==> config.mk <==
export PLATFORM = sky130hd
export DESIGN_NAME = insight_dcache_txn_tracker
export DESIGN_NICKNAME = d
export VERILOG_FILES = /design/src/rtl/insight_dcache_txn_tracker.sv
export SDC_FILE = /design/constraint.sdc
export NUM_CORES = 1
export LEC_CHECK = 0
export ABC_CLOCK_PERIOD_IN_PS = 4980
export BUFFER_PORTS_ARGS = -buffer_cell sky130_fd_sc_hd__buf_2
export CAP_MARGIN = 20
export CORE_MARGIN = 5
export CORE_UTILIZATION = 50
export DETAILED_ROUTE_END_ITERATION = 7
export PLACE_DENSITY_LB_ADDON = 0.1
export RECOVER_POWER = 50
export SYNTH_ARGS = -nofsm -noshare
export SYNTH_HDL_FRONTEND = slang
export SYNTH_SLANG_ARGS = --single-unit
==> constraint.sdc <==
create_clock -name clock -period 4.98 [get_ports clock]
set_input_delay 0.996 -clock clock [delete_from_list [all_inputs] [get_ports clock]]
set_output_delay 0.996 -clock clock [all_outputs]
set_load 0.005 [all_outputs]
==> src/rtl/insight_dcache_txn_tracker.sv <==
// Observational DCache transaction tracker: per-tag latency, timeouts, dup/orphan errors, counters.
// Optional max-latency capture is enabled by defining INSIGHT_DCACHE_TRACKER_MAXLAT_EN.
module insight_dcache_txn_tracker #(
  parameter int NUM_TAGS = 8,
  parameter int TAG_W    = 3,
  parameter int ADDR_W   = 40,
  parameter int LAT_W    = 12,
  parameter int TIMEOUT  = 1024,
  parameter int CNT_W    = 32
) (
  input  logic                clock,
  input  logic                reset_n,
  // req/resp are valid-only strobes sampled on every edge where valid is high; there is
  // no ready, the tracker never stalls the cache.
  input  logic                req_valid,
  input  logic [TAG_W-1:0]    req_tag,
  input  logic [ADDR_W-1:0]   req_addr,
  input  logic                req_is_store,
  input  logic                resp_valid,
  input  logic [TAG_W-1:0]    resp_tag,
  output logic                lat_valid,
  output logic [TAG_W-1:0]    lat_tag,
  output logic [ADDR_W-1:0]   lat_addr,
  output logic                lat_is_store,
  output logic [LAT_W-1:0]    lat_cycles,
  output logic [NUM_TAGS-1:0] timeout_vec,
  output logic                err_dup_req,
  output logic                err_orphan_resp,
  output logic [TAG_W:0]      outstanding,
  output logic [CNT_W-1:0]    req_count,
  output logic [CNT_W-1:0]    resp_count
`ifdef INSIGHT_DCACHE_TRACKER_MAXLAT_EN
  ,
  output logic [LAT_W-1:0]    max_lat,
  output logic [TAG_W-1:0]    max_lat_tag,
  input  logic                max_lat_clr
`endif
);

  localparam logic [LAT_W-1:0] LAT_MAX   = {LAT_W{1'b1}};
  localparam logic [LAT_W-1:0] TIMEOUT_L = LAT_W'(TIMEOUT);
  localparam logic [CNT_W-1:0] CNT_MAX   = {CNT_W{1'b1}};

  logic [NUM_TAGS-1:0] valid_q, valid_d, to_q, to_d, store_q, store_d, tv_q, tv_d;
  logic [LAT_W-1:0]    age_q  [NUM_TAGS];
  logic [LAT_W-1:0]    age_d  [NUM_TAGS];
  logic [ADDR_W-1:0]   addr_q [NUM_TAGS];
  logic [ADDR_W-1:0]   addr_d [NUM_TAGS];

  logic                lat_valid_q, lat_valid_d, lat_store_q, lat_store_d;
  logic [TAG_W-1:0]    lat_tag_q, lat_tag_d;
  logic [ADDR_W-1:0]   lat_addr_q, lat_addr_d;
  logic [LAT_W-1:0]    lat_cyc_q, lat_cyc_d;
  logic                dup_q, dup_d, orphan_q, orphan_d;
  logic [TAG_W:0]      out_q, out_d;
  logic [CNT_W-1:0]    req_cnt_q, req_cnt_d, resp_cnt_q, resp_cnt_d;
  logic                resp_hit;

  assign resp_hit = resp_valid && valid_q[resp_tag];

  // Slot update: retire before allocate, so a same-tag req+resp reports the old entry and restarts.
  always_comb begin
    valid_d = valid_q;
    to_d    = to_q;
    store_d = store_q;
    tv_d    = '0;
    for (int i = 0; i < NUM_TAGS; i++) begin
      addr_d[i] = addr_q[i];
      age_d[i]  = age_q[i];
      if (valid_q[i] && age_q[i] != LAT_MAX) age_d[i] = age_q[i] + LAT_W'(1);
      if (TIMEOUT != 0 && valid_q[i] && !to_q[i] && age_q[i] == TIMEOUT_L) begin
        tv_d[i] = 1'b1;
        to_d[i] = 1'b1;
      end
    end
    if (resp_hit) valid_d[resp_tag] = 1'b0;
    if (req_valid) begin
      valid_d[req_tag] = 1'b1;
      to_d[req_tag]    = 1'b0;
      age_d[req_tag]   = LAT_W'(1);
      addr_d[req_tag]  = req_addr;
      store_d[req_tag] = req_is_store;
    end
  end

  always_comb begin
    lat_valid_d = resp_hit;
    lat_tag_d   = lat_tag_q;
    lat_addr_d  = lat_addr_q;
    lat_store_d = lat_store_q;
    lat_cyc_d   = lat_cyc_q;
    if (resp_hit) begin
      lat_tag_d   = resp_tag;
      lat_addr_d  = addr_q[resp_tag];
      lat_store_d = store_q[resp_tag];
      lat_cyc_d   = age_q[resp_tag];
    end
    dup_d    = req_valid && valid_q[req_tag] && !(resp_hit && resp_tag == req_tag);
    orphan_d = resp_valid && !valid_q[resp_tag];
    out_d    = '0;
    for (int i = 0; i < NUM_TAGS; i++) out_d = out_d + {{TAG_W{1'b0}}, valid_d[i]};
    req_cnt_d  = (req_valid && req_cnt_q != CNT_MAX) ? req_cnt_q + CNT_W'(1) : req_cnt_q;
    resp_cnt_d = (resp_hit && resp_cnt_q != CNT_MAX) ? resp_cnt_q + CNT_W'(1) : resp_cnt_q;
  end

  always_ff @(posedge clock or negedge reset_n) begin
    if (!reset_n) begin
      valid_q     <= '0;
      to_q        <= '0;
      store_q     <= '0;
      tv_q        <= '0;
      for (int i = 0; i < NUM_TAGS; i++) begin
        age_q[i]  <= '0;
        addr_q[i] <= '0;
      end
      lat_valid_q <= 1'b0;
      lat_tag_q   <= '0;
      lat_addr_q  <= '0;
      lat_store_q <= 1'b0;
      lat_cyc_q   <= '0;
      dup_q       <= 1'b0;
      orphan_q    <= 1'b0;
      out_q       <= '0;
      req_cnt_q   <= '0;
      resp_cnt_q  <= '0;
    end else begin
      valid_q     <= valid_d;
      to_q        <= to_d;
      store_q     <= store_d;
      tv_q        <= tv_d;
      for (int i = 0; i < NUM_TAGS; i++) begin
        age_q[i]  <= age_d[i];
        addr_q[i] <= addr_d[i];
      end
      lat_valid_q <= lat_valid_d;
      lat_tag_q   <= lat_tag_d;
      lat_addr_q  <= lat_addr_d;
      lat_store_q <= lat_store_d;
      lat_cyc_q   <= lat_cyc_d;
      dup_q       <= dup_d;
      orphan_q    <= orphan_d;
      out_q       <= out_d;
      req_cnt_q   <= req_cnt_d;
      resp_cnt_q  <= resp_cnt_d;
    end
  end

  assign lat_valid       = lat_valid_q;
  assign lat_tag         = lat_tag_q;
  assign lat_addr        = lat_addr_q;
  assign lat_is_store    = lat_store_q;
  assign lat_cycles      = lat_cyc_q;
  assign timeout_vec     = tv_q;
  assign err_dup_req     = dup_q;
  assign err_orphan_resp = orphan_q;
  assign outstanding     = out_q;
  assign req_count       = req_cnt_q;
  assign resp_count      = resp_cnt_q;

`ifdef INSIGHT_DCACHE_TRACKER_MAXLAT_EN
  logic [LAT_W-1:0] max_lat_q, max_lat_d;
  logic [TAG_W-1:0] max_tag_q, max_tag_d;

  // Strict greater-than keeps the older tag on ties; a coincident clear takes the new report.
  always_comb begin
    max_lat_d = max_lat_q;
    max_tag_d = max_tag_q;
    if (max_lat_clr) begin
      max_lat_d = '0;
      max_tag_d = '0;
    end
    if (lat_valid_q && (max_lat_clr || lat_cyc_q > max_lat_q)) begin
      max_lat_d = lat_cyc_q;
      max_tag_d = lat_tag_q;
    end
  end

  always_ff @(posedge clock or negedge reset_n) begin
    if (!reset_n) begin
      max_lat_q <= '0;
      max_tag_q <= '0;
    end else begin
      max_lat_q <= max_lat_d;
      max_tag_q <= max_tag_d;
    end
  end

  assign max_lat     = max_lat_q;
  assign max_lat_tag = max_tag_q;
`endif

endmodule

Yosys cells after proc, flatten, opt, wreduce, memory -nomap -nowiden
Index checks and enable logic that the tools add are counted.
W data, S select, Z words.

operators by class
  add/sub/neg operators = 17
  order comparisons = 7
  equal/unequal tests = 19
  mux-type cells = 50
  bitwise operators = 10
  reduce and logical (&&, ||, !) cells = 44

operator list
  cell                     count
  $bwmux W320              1
  $mux W12                 11
  $bmux W40 S3             1
  $demux W40 S3            1
  $mux W40                 3
  $add A12 B1 Y12 const B  8
  $eq A12 B11 Y1 const B   8
  $mux W96                 1
  $ne A12 B12 Y1 const B   8
  $and A88 B88 Y88         1
  $not A88 Y88             1
  $add A32 B1 Y32 const B  2
  $ne A32 B32 Y1 const B   2
  $bmux W12 S3             1
  $demux W12 S3            1
  $logic_and A1 B1 Y1      34
  $mux W8                  3
  $mux W1                  21
  $add A4 B1 Y4            4
  $and A8 B8 Y8            2
  $not A8 Y8               2
  $or A8 B8 Y8             2
  $logic_not A1 Y1         10
  $bmux W1 S3              3
  other kinds (11)         16

word-level totals
  bits in registers = 575
  input port bits = 51
  output and inout bits = 135
  logic and storage cells = 177

Logic depth before layout (Yosys ltp)
Gate-level depths: netlist of run 1.

  depth in word-level cells = 16
  mapped depth = 16
  gate-level depth less buffers = 14

Worst setup path after synthesis of run 1
OpenSTA, ideal clock, no wires.

  kind = input-to-reg
  start point = in resp_tag[1]
  end point = reg out_q[2] (netlist: outstanding[2])
  setup time = 123 ps
  arrival time = 4,455 ps
  data required time = 4,857 ps
  setup slack = 403 ps
  cell stages on the path = 16
  path buffers = 2
  cell sequence = clkbuf_1 and2_1 a22oi_2 nand3_2 buf_2 o41ai_1 nand2b_1 fa_1 inv_1 fa_1 fa_1 inv_1 ha_1 inv_1 fa_1 xnor2_1

between the ends
  word-level cells in the longest chain between the ends = 16
  elaborated cells between the ends (all ways) = 20
  those cells by class = 7 x add/sub; 2 x order compare; 6 x mux; 3 x bitwise; 2 x reduce/logical

ends and longest elaborated chain
  item                                                                line  text
  from (decl)                                                         20    input logic [TAG_W-1:0] resp_tag,
  $lt A3 B4 Y1 (implied by the code) or $ge A3 B1 Y1 (tied branches)  76    if (resp_hit) valid_d[resp_tag] = 1'b0;
  $logic_and A1 B1 Y1 (implied by the code)                           76
  $mux W1 (implied by the code)                                       76
  $demux W1 S3                                                        76
  $not A8 Y8 (no source line)                                         n/a
  $and A8 B8 Y8 (no source line)                                      n/a
  $mux W8 (*)                                                         76
  $or A8 B8 Y8 (no source line)                                       n/a
  $mux W8 (*)                                                         77    if (req_valid) begin
  named net valid_d[0]                                                44    logic [NUM_TAGS-1:0] valid_q, valid_d, to_q, to_d, store_q, store_d, tv_q, tv_d;
  $add A1 B1 Y2 (*)                                                   101   for (int i = 0; i < NUM_TAGS; i++) out_d = out_d + {{TAG_W{1'b0}}, valid_d[i]};
  $add A2 B1 Y3 (*)                                                   101
  $add A3 B1 Y4 (*)                                                   101
  $add A4 B1 Y4 (*) (4 in a row)                                      101
  named net out_d[2]                                                  55    logic [TAG_W:0] out_q, out_d;
  to (signal assigned)                                                142   out_q <= out_d;
  to (decl)                                                           55

Mark *: on every way through the listed nets, which the timed path passes. The rest lies on a longest branch. The select of a mux whose other input is x is not followed.
A chain may end at the register's enable or synchronous reset.

Worst setup path in the final report of run 1
  start point = in resp_tag[0]
  end point = reg out_q[1] (netlist: outstanding[1])

between the ends
  elaborated cells between the ends (all ways) = 20
  those cells by class = 7 x add/sub; 2 x order compare; 6 x mux; 3 x bitwise; 2 x reduce/logical

RTL lines
  item                               line  text
  $bmux W1 S3 (*)                    59    assign resp_hit = resp_valid && valid_q[resp_tag];
  $mux W1 (implied by the code) (*)  59
  $logic_and A1 B1 Y1 (*)            59
  named net lat_valid_d              50    logic lat_valid_q, lat_valid_d, lat_store_q, lat_store_d;
  $mux W8 (*)                        76
  $or A8 B8 Y8 (no source line)      n/a
  $mux W8 (*)                        77
  $add A1 B1 Y2                      101
  $add A2 B1 Y3                      101
  $add A3 B1 Y4                      101
  $add A4 B1 Y4 (3 in a row)         101
  $add A4 B1 Y4 (*)                  101
  named net out_d[1]                 55

Marks and branches as above.

==> results.md, run 1 <==
- Status: finished, violations left
- Failing checks: capacitance limit, slew limit
- Initial Util: 50.3%
- RSZ-0062 raised after global routing: false
- WL final: 67800 um
- Via count: 18600
- CTS resizes: 0
- Global-route wire length before repair: 111000 um
- Max-slew violations: 269
- Post-synth EDFFs: 0
- Period Utilization, post-route: 89.9%
- Die height: 242 um
- FF-to-FF End: outstanding[1]
- Hpwl dp: roughly 42000 um
- Largest net degree at the start of global routing: 98
- Cells after Synth: between 2000 and 2500
- Startpoint types: input port
- Placed Cells: 3115
- Worst hold path class: register to register
- Hold-fix buffers, CTS: 0
- RR Startpoint: valid_q[7]
- Power density cells: 459 nW/um^2
- IO Pins: 186
- Share of post-route cells with drive strength above 1: 25.7%
- Synthesized net count: roughly 2400
- Remaining DRCs: 0
- Worst hold endpoint: addr_q[178]
- Synth Cell Area: approximately 27000 um^2
- Total CTS buffers: 61
- Dominant cells by area after synthesis: dfrtp_1 53%, mux4_2 9.0%, mux2_2 8.8%, nand2_1 6.9%, xnor2_1 2.5%
- Core Area: approximately 54000 um^2
- Relative slew margins: -109%
- Clock skew: between 0.015 and 0.02 ns
- Die X: 242 um
- Avg Cell Area, Syn: 11.6 um^2
- Ys async rst share: 100%
- Post-layout min period: 4.48 ns
- Min-Delay Path Depth: 2
- DR vias/cell: around 5.7
- Endpoints failing setup: 0
- Wirelength per Cell: ~21 um
- Library cells used by synthesis: 61
- CTS sink cnt: 575
- Leak Pwr: 13.9 nW
- Post-synth top area share: 53.3%
- H-tree depth: 2
- Routability cong.: between 0.8 and 0.9
- Initial antenna violation count: 8
- Setup Crit Path Kind: input port to register
- Sequential-to-total area share from yosys stat: between 50% and 60%
- Grt total ovfl: 0
- Hold path startpoint: addr_q[178]
- Deepest clock path buffer count: 3
- Overall Global Routing Usage: 23.3%
- Final hold vios: 0
- Initial DRC Count: between 1000 and 1500
- Slew @ Worst Pin: between 3 and 4 ns
- Vias in the first global route: between 15000 and 20000
- Main synth FF type: dfrtp_1
- Layout net count: around 2600
- #FFs+latches synth: 575
- Required time worst endpoint: 5.50 ns
- Crit Path Max Fanout: 49
- Total power: approximately 14 mW
- Critical path endpoint category: register
- # rows: 85
- Clock Latency Late Sink: roughly 0.63 ns
- Die area: 58700 um^2
- Max IR drop VDD: 0.000304 V
- CTS tree: yes
- Post-CTS setup buffers: 0
- Most common library cells after synthesis: 575 x dfrtp_1, 497 x nand2_1, 210 x mux2_2, 108 x mux4_2, 108 x nor2_1
- Synth-to-Final Area Change: 13.3%
- Worst-path clk slew: ~0.06 ns
- Buffers added on ports: 185
- Clk root buf: clkbuf_16
- Top cell type by total area after synthesis: dfrtp_1
- R2r setup slk: 0.65 ns
- Max-Cap Viols: 6
- Layout Cells excl Fill: 3231
- DR pass1 iterations: 5
- Reg2Reg Depth: 14
- ANT nets after route: 0
- Top-count cell post-synth: dfrtp_1
- Fmax: 0.223 GHz
- Syn. warnings: 0
- WP data arrival: 5.00 ns
-- critical path, cell delays in order --
cell and delay, ns:
clkbuf_8 0.24, mux2i_1 0.25, a22oi_1 0.18, nand3_4 0.15, buf_4 0.48, clkinv_1 0.49
nand3_1 0.24, a21oi_1 0.12, fa_1 0.58, fa_1 0.42, inv_1 0.07, ha_1 0.17
inv_1 0.06, fa_1 0.48, inv_1 0.04
-- routing by layer --
metal / GRT usage, % / wire length (um) / vias to the layer above
met1: 32.9 / 30500 / 9562
met5: 0 / 69 / -
li1: - / - / 8493
met4: 5.62 / 1400 / 12
met2: 38.1 / 32700 / 398
met3: 3.97 / 3120 / 96
-- worst max-delay path by stage --
stage                           start  cells after the start  slack, ns        endpoint
after floorplan           resp_tag[1]                     16       0.40  outstanding[2]
after global placement    resp_tag[0]                     15     -0.006  outstanding[1]
after detailed placement  resp_tag[0]                     15      -0.11  outstanding[1]
after CTS                 resp_tag[0]                     15       0.55  outstanding[1]
after global routing      resp_tag[0]                     15       0.31  outstanding[1]
final                     resp_tag[0]                     15       0.50  outstanding[1]
-- per-stage QoR --
| stage | worst slack, ns | hold slack [ns] | setup TNS (ns) | utilization [%] | cell area (um^2) |
|---|---|---|---|---|---|
| 6_report | 0.502 | 0.471 | 0 | 57.0 | 30600 |
| 2_1_floorplan | 0.403 | 0.440 | 0 | - | 27000 |
| 3_5_place_dp | -0.110 | 0.458 | -0.218 | 53.5 | 28700 |
| 5_1_grt | 0.313 | 0.488 | 0 | 57.0 | 30600 |
| 4_1_cts | 0.547 | 0.417 | 0 | 57.2 | 30600 |
| 3_3_place_gp | -0.00593 | 0.453 | -0.00769 | 53.5 | 28700 |
-- sequential cells by signal (all words and copies together), names as in the netlist --
signal           flops
addr_q             320
age_q               96
lat_addr            40
req_count           32
resp_count          32
lat_cycles          12
store_q              8
timeout_vec          8
to_q                 8
valid_q              8
outstanding          4
lat_tag              3
err_dup_req          1
err_orphan_resp      1
lat_is_store         1
lat_valid            1
-- kinds of logic (layout without fill, tap and decap cells) --
group | after synthesis | count (layout) | share of synthesized area (%)
other | 0 | 4 | 0
adders and majority gates | 25 | 25 | 1.27
xor gates and xnor gates | 122 | 122 | 3.96
buffers and inverters | 159 | 371 | 2.44
AOI/OAI and AO/OA | 138 | 138 | 3.00
muxes | 384 | 384 | 20.3
DFF | 575 | 575 | 53.3
and+or+nand+nor | 916 | 916 | 15.7
-- final cells by class --
type,instances,area [um^2]
clock buffers,91,1780
flip-flops and latches,575,14400
inverters,41,154
fillers,4539,23000
well taps,696,871
multi-input cells,1585,12000
diodes,4,10.0
clock inverters,21,181
repair buffers,218,1200
-- cells in the final DEF (no fill, tap or decap), types with 5 or more instances in the layout --
cell type | Yosys | layout
nand2b_1 | 16 | 16
nor3_1 | 65 | 64
nor2b_1 | 5 | 5
buf_2 | 38 | 177
ha_1 | 21 | 21
or4b_2 | 6 | 6
or3_1 | 14 | 14
nand4_1 | 50 | 50
nor4_1 | 23 | 23
nor3b_1 | 7 | 7
clkbuf_8 | 0 | 13
nand3_1 | 52 | 50
buf_4 | 1 | 24
clkbuf_16 | 0 | 62
clkbuf_1 | 66 | 24
nand2_1 | 497 | 497
nor2_1 | 108 | 104
mux2i_1 | 65 | 65
clkinv_2 | 0 | 17
xnor2_1 | 77 | 77
a21oi_1 | 24 | 24
o21ai_0 | 78 | 78
inv_1 | 40 | 40
and3_1 | 11 | 11
dfrtp_1 | 575 | 575
mux4_2 | 108 | 108
nor4b_1 | 18 | 18
nand3b_1 | 6 | 6
a21o_1 | 5 | 5
and4_1 | 19 | 19
xor2_1 | 45 | 45
mux2_2 | 210 | 210
-- power breakdown --
group	leakage, nW	total [mW]	internal, mW	switching, mW
Sequential	7.23	6.66	5.72	0.934
Clock	0.982	4.45	2.57	1.88
Combinational	5.72	2.92	1.52	1.40
Total	13.9	14.0	9.81	4.21
No activity file was read; power rests on OpenSTA's default activity.
==> run 2, diff against run 1 <==
--- a/config.mk
+++ b/config.mk
@@ -5,6 +5,7 @@
 export SDC_FILE = /design/constraint.sdc
 export NUM_CORES = 1
 export LEC_CHECK = 0
+export ABC_AREA = 1
 export ABC_CLOCK_PERIOD_IN_PS = 4980
 export BUFFER_PORTS_ARGS = -buffer_cell sky130_fd_sc_hd__buf_2
 export CAP_MARGIN = 20
==> results.md, run 2 <==
- Largest net degree at the start of global routing: 114 (+16%)
- Worst hold path class: register to register
- Failing checks: capacitance limit, slew limit
- Min-Delay Path Depth: 2 (unchanged)
- RR Startpoint: valid_q[0]
- # fillers: 5524 (+22%)
- Commonest non-fill, non-tap cell in the layout: nand2_1
- Hold-fix buffers, CTS: 0 (unchanged)
- Register area: 14400 um^2 (unchanged)
- Die X: 251 um (+3.4%)
- Status: finished, violations left
- Final hold vios: 0 (unchanged)
- Overall Global Routing Usage: 25.3% (+2.1 points)
- Clock Latency Late Sink: 0.59 ns (-0.04 ns)
- Core Area: 57500 um^2 (+7.2%)
- Remaining DRCs: 0 (unchanged)
- Synthesized net count: 3831 (+60%)
- Post-CTS setup buffers: 0 (unchanged)
- Buffers added on ports: 185 (unchanged)
- Max reg flops: 320 (unchanged)
- Vias in the first global route: 23400 (+21%)
- Top-count cell post-synth: nand2_1
- Slew @ Worst Pin: 2.89 ns (-0.247 ns)
- H-tree depth: 3 (+1)
- Main synth FF type: dfrtp_1
- Cells after Synth: 3755 (+62%)
- Power density cells: 459 nW/um^2 (+0.18%)
- CTS resizes: 0 (unchanged)
- Crit. Startpoint: req_valid
- Final TNS setup: 0 ns (unchanged)
- CTS sink cnt: 575 (unchanged)
- Setup Crit Path Kind: input port to register
- Main combinational cell family by area after synthesis: simple AND/OR/NAND/NOR gates
- Post-synth EDFFs: 0 (unchanged)
- Die height: 251 um (+3.4%)
- Routability cong.: 0.918 (+3.7%)
- Hpwl dp: 51500 um (+22%)
- RSZ-0062 raised after global routing: false
- Grt total ovfl: 0 (unchanged)
- Total CTS buffers: 67 (+9.8%)
- Initial antenna violation count: 8 (unchanged)
- Clock skew: 0.0204 ns (+0.00540 ns)
- WP data arrival: 4.88 ns (-0.12 ns)
- Layout net count: 3936 (+54%)
- IO Pins: 186 (unchanged)
- Library cells used by synthesis: 35 (-43%)
- Sequential-to-total area share from yosys stat: 49.7% (-3.6 points)
- Max-Cap Viols: 2 (-4)
- Endpoints failing setup: 0 (unchanged)
- Max-slew violations: 192 (-29%)
- CTS tree: yes
- Initial DRC Count: 2094 (+66%)
- Post-synthesis compound-gate area fraction: 14.3% (+11 points)
- Critical path endpoint category: register
- Avg Cell Area, Syn: 7.71 um^2 (-34%)
- Deepest clock path buffer count: 3 (unchanged)
- Dominant cells by area after synthesis: dfrtp_1 50%, nand2_1 16%, o21ai_0 7.3%, inv_1 4.7%, nor2_1 3.8%
- #FFs+latches synth: 575 (unchanged)
- Post-synthesis xor/xnor area fraction: 1.15% (-2.8 points)
- Synth Cell Area: 28900 um^2 (+7.3%)
- Top cell type by total area after synthesis: dfrtp_1
- ANT nets after route: 0 (unchanged)
- Startpoint types: input port
- Multiplexer share of the synthesized area: 0% (-20 points)
- Clk root buf: clkbuf_16
- Most common library cells after synthesis: 1228 x nand2_1, 575 x dfrtp_1, 424 x o21ai_0, 364 x inv_1, 290 x nor2_1
- Register bank with the most flops: addr_q
- Synth Area in Simple Gates: 25.5% (+9.8 points)
- Reg2Reg Depth: 16 (+2)
- Synth Area in Adders: 1.18% (-0.086 points)
- Area of the multi-input gates: 12200 um^2 (+1.8%)
- Relative slew margins: -92.5% (+16 points)
- DR vias/cell: 5.32 (-7.4%)
- Leak Pwr: 16.1 nW (+15%)
- Die area: 62800 um^2 (+7.0%)
- Fmax: 0.227 GHz (+1.4%)
- Via count: 24900 (+34%)
- Share of post-route cells with drive strength above 1: 9.04% (-17 points)
- Wirelength per Cell: 17.2 um (-18%)
- Initial Util: 50.4% (about the same)
- Final Hold Slack: 0.473 ns (+0.00262 ns)
- Required time worst endpoint: 5.45 ns (-0.05 ns)
- # rows: 88 (+3.5%)
- DR pass1 iterations: 5 (unchanged)
- Hold path startpoint: lat_cycles[6]
- Global-route wire length before repair: 130000 um (+17%)
- Synth-to-Final Area Change: 12.2%
- WL final: 80600 um (+19%)
- Post-layout min period: 4.41 ns (-0.0631 ns)
- Most frequent cells in the layout: 1229 x nand2_1, 575 x dfrtp_1, 426 x o21ai_0, 365 x inv_1, 293 x nor2_1
- Crit Path Max Fanout: 12 (-76%)
- Period Utilization, post-route: 88.7% (-1.3 points)
- Ys async rst share: 100% (unchanged)
- Worst-path clk slew: 0.06 ns (about the same)
- Post-synth top area share: 49.7% (-3.6 points)
- Max IR drop VDD: 0.000346 V (+14%)
- Syn. warnings: 0 (unchanged)
==> run 2: changes by cell type in the layout (fill, tap and decap cells not counted), sizes merged, moves of 31 or more <==
cell / change
nand2: +738
xnor2: -60
a21oi: +51
inv: +340
o21a: +32
mux4: -108
nor2: +196
mux2i: -65
o21ai: +425
nor3: -31
o211ai: +125
nand3: +99
mux2: -211
==> run 2: path summary, 6_finish.rpt <==
path,end,slack (ns)
setup / recovery,outstanding[2],0.57
hold reg to reg,lat_cycles[6],0.47
min in group asynchronous,addr_q[21],1.35
max in group asynchronous,req_count[19],1.06
setup reg to reg,outstanding[2],0.92
hold / removal,lat_cycles[6],0.47
==> run 2: cells by family after synthesis <==
group,Yosys count
AO/OA/AOI/OAI,745
XOR/XNOR,38
adder cells (fa/ha/maj),25
buffers and inverters,565
flip-flops,575
AND/OR/NAND/NOR,1807
==> run 2: layout make-up <==
| class | instances | share of cell area [%] |
|---|---|---|
| flip-flops and latches | 575 | 44.3 |
| repair buffers | 218 | 3.65 |
| clock buffers | 98 | 6.14 |
| clock inverters | 17 | 0.913 |
| diodes | 6 | 0.0462 |
| multi-input cells | 2615 | 37.6 |
| well taps | 765 | 2.95 |
| inverters | 383 | 4.44 |
==> run 2: critical path: stages <==
cell,delay [ns]
clkbuf_1,0.43
inv_1,0.24
nor2_1,0.25
clkinvlp_2,0.44
nand3_1,0.32
fa_1,0.43
inv_1,0.08
fa_1,0.45
fa_1,0.44
inv_1,0.07
ha_1,0.17
inv_1,0.06
fa_1,0.37
xnor2_1,0.13
==> run 2: metrics by stage <==
step           area, um^2  power (mW)  setup slack, ns  std cells  util (%)
6_report            32500        14.9            0.565       4677      56.5
4_1_cts             32600        15.1            0.769       4671      56.7
3_3_place_gp        30300        9.81            0.206       4556      52.7
2_1_floorplan       28900        8.63            0.672       3755         -
5_1_grt             32500        15.9            0.273       4674      56.5
3_5_place_dp        30300        9.88            0.140       4556      52.7
==> run 2: report_power, final <==
part | switching, mW | leakage, nW | internal [mW]
Sequential | 0.800 | 7.30 | 5.72
Clock | 1.94 | 1.13 | 3.18
Combinational | 2.09 | 7.66 | 1.19
Total | 4.83 | 16.1 | 10.1
==> run 2: metal layers <==
layer / track usage (%) / up-vias / wire length (um)
li1: - / 12300 / -
met4: 7.58 / 8 / 2030
met2: 39.8 / 654 / 37100
met1: 35.9 / 11800 / 36200
met3: 4.85 / 145 / 5200
met5: 1.00 / - / 115
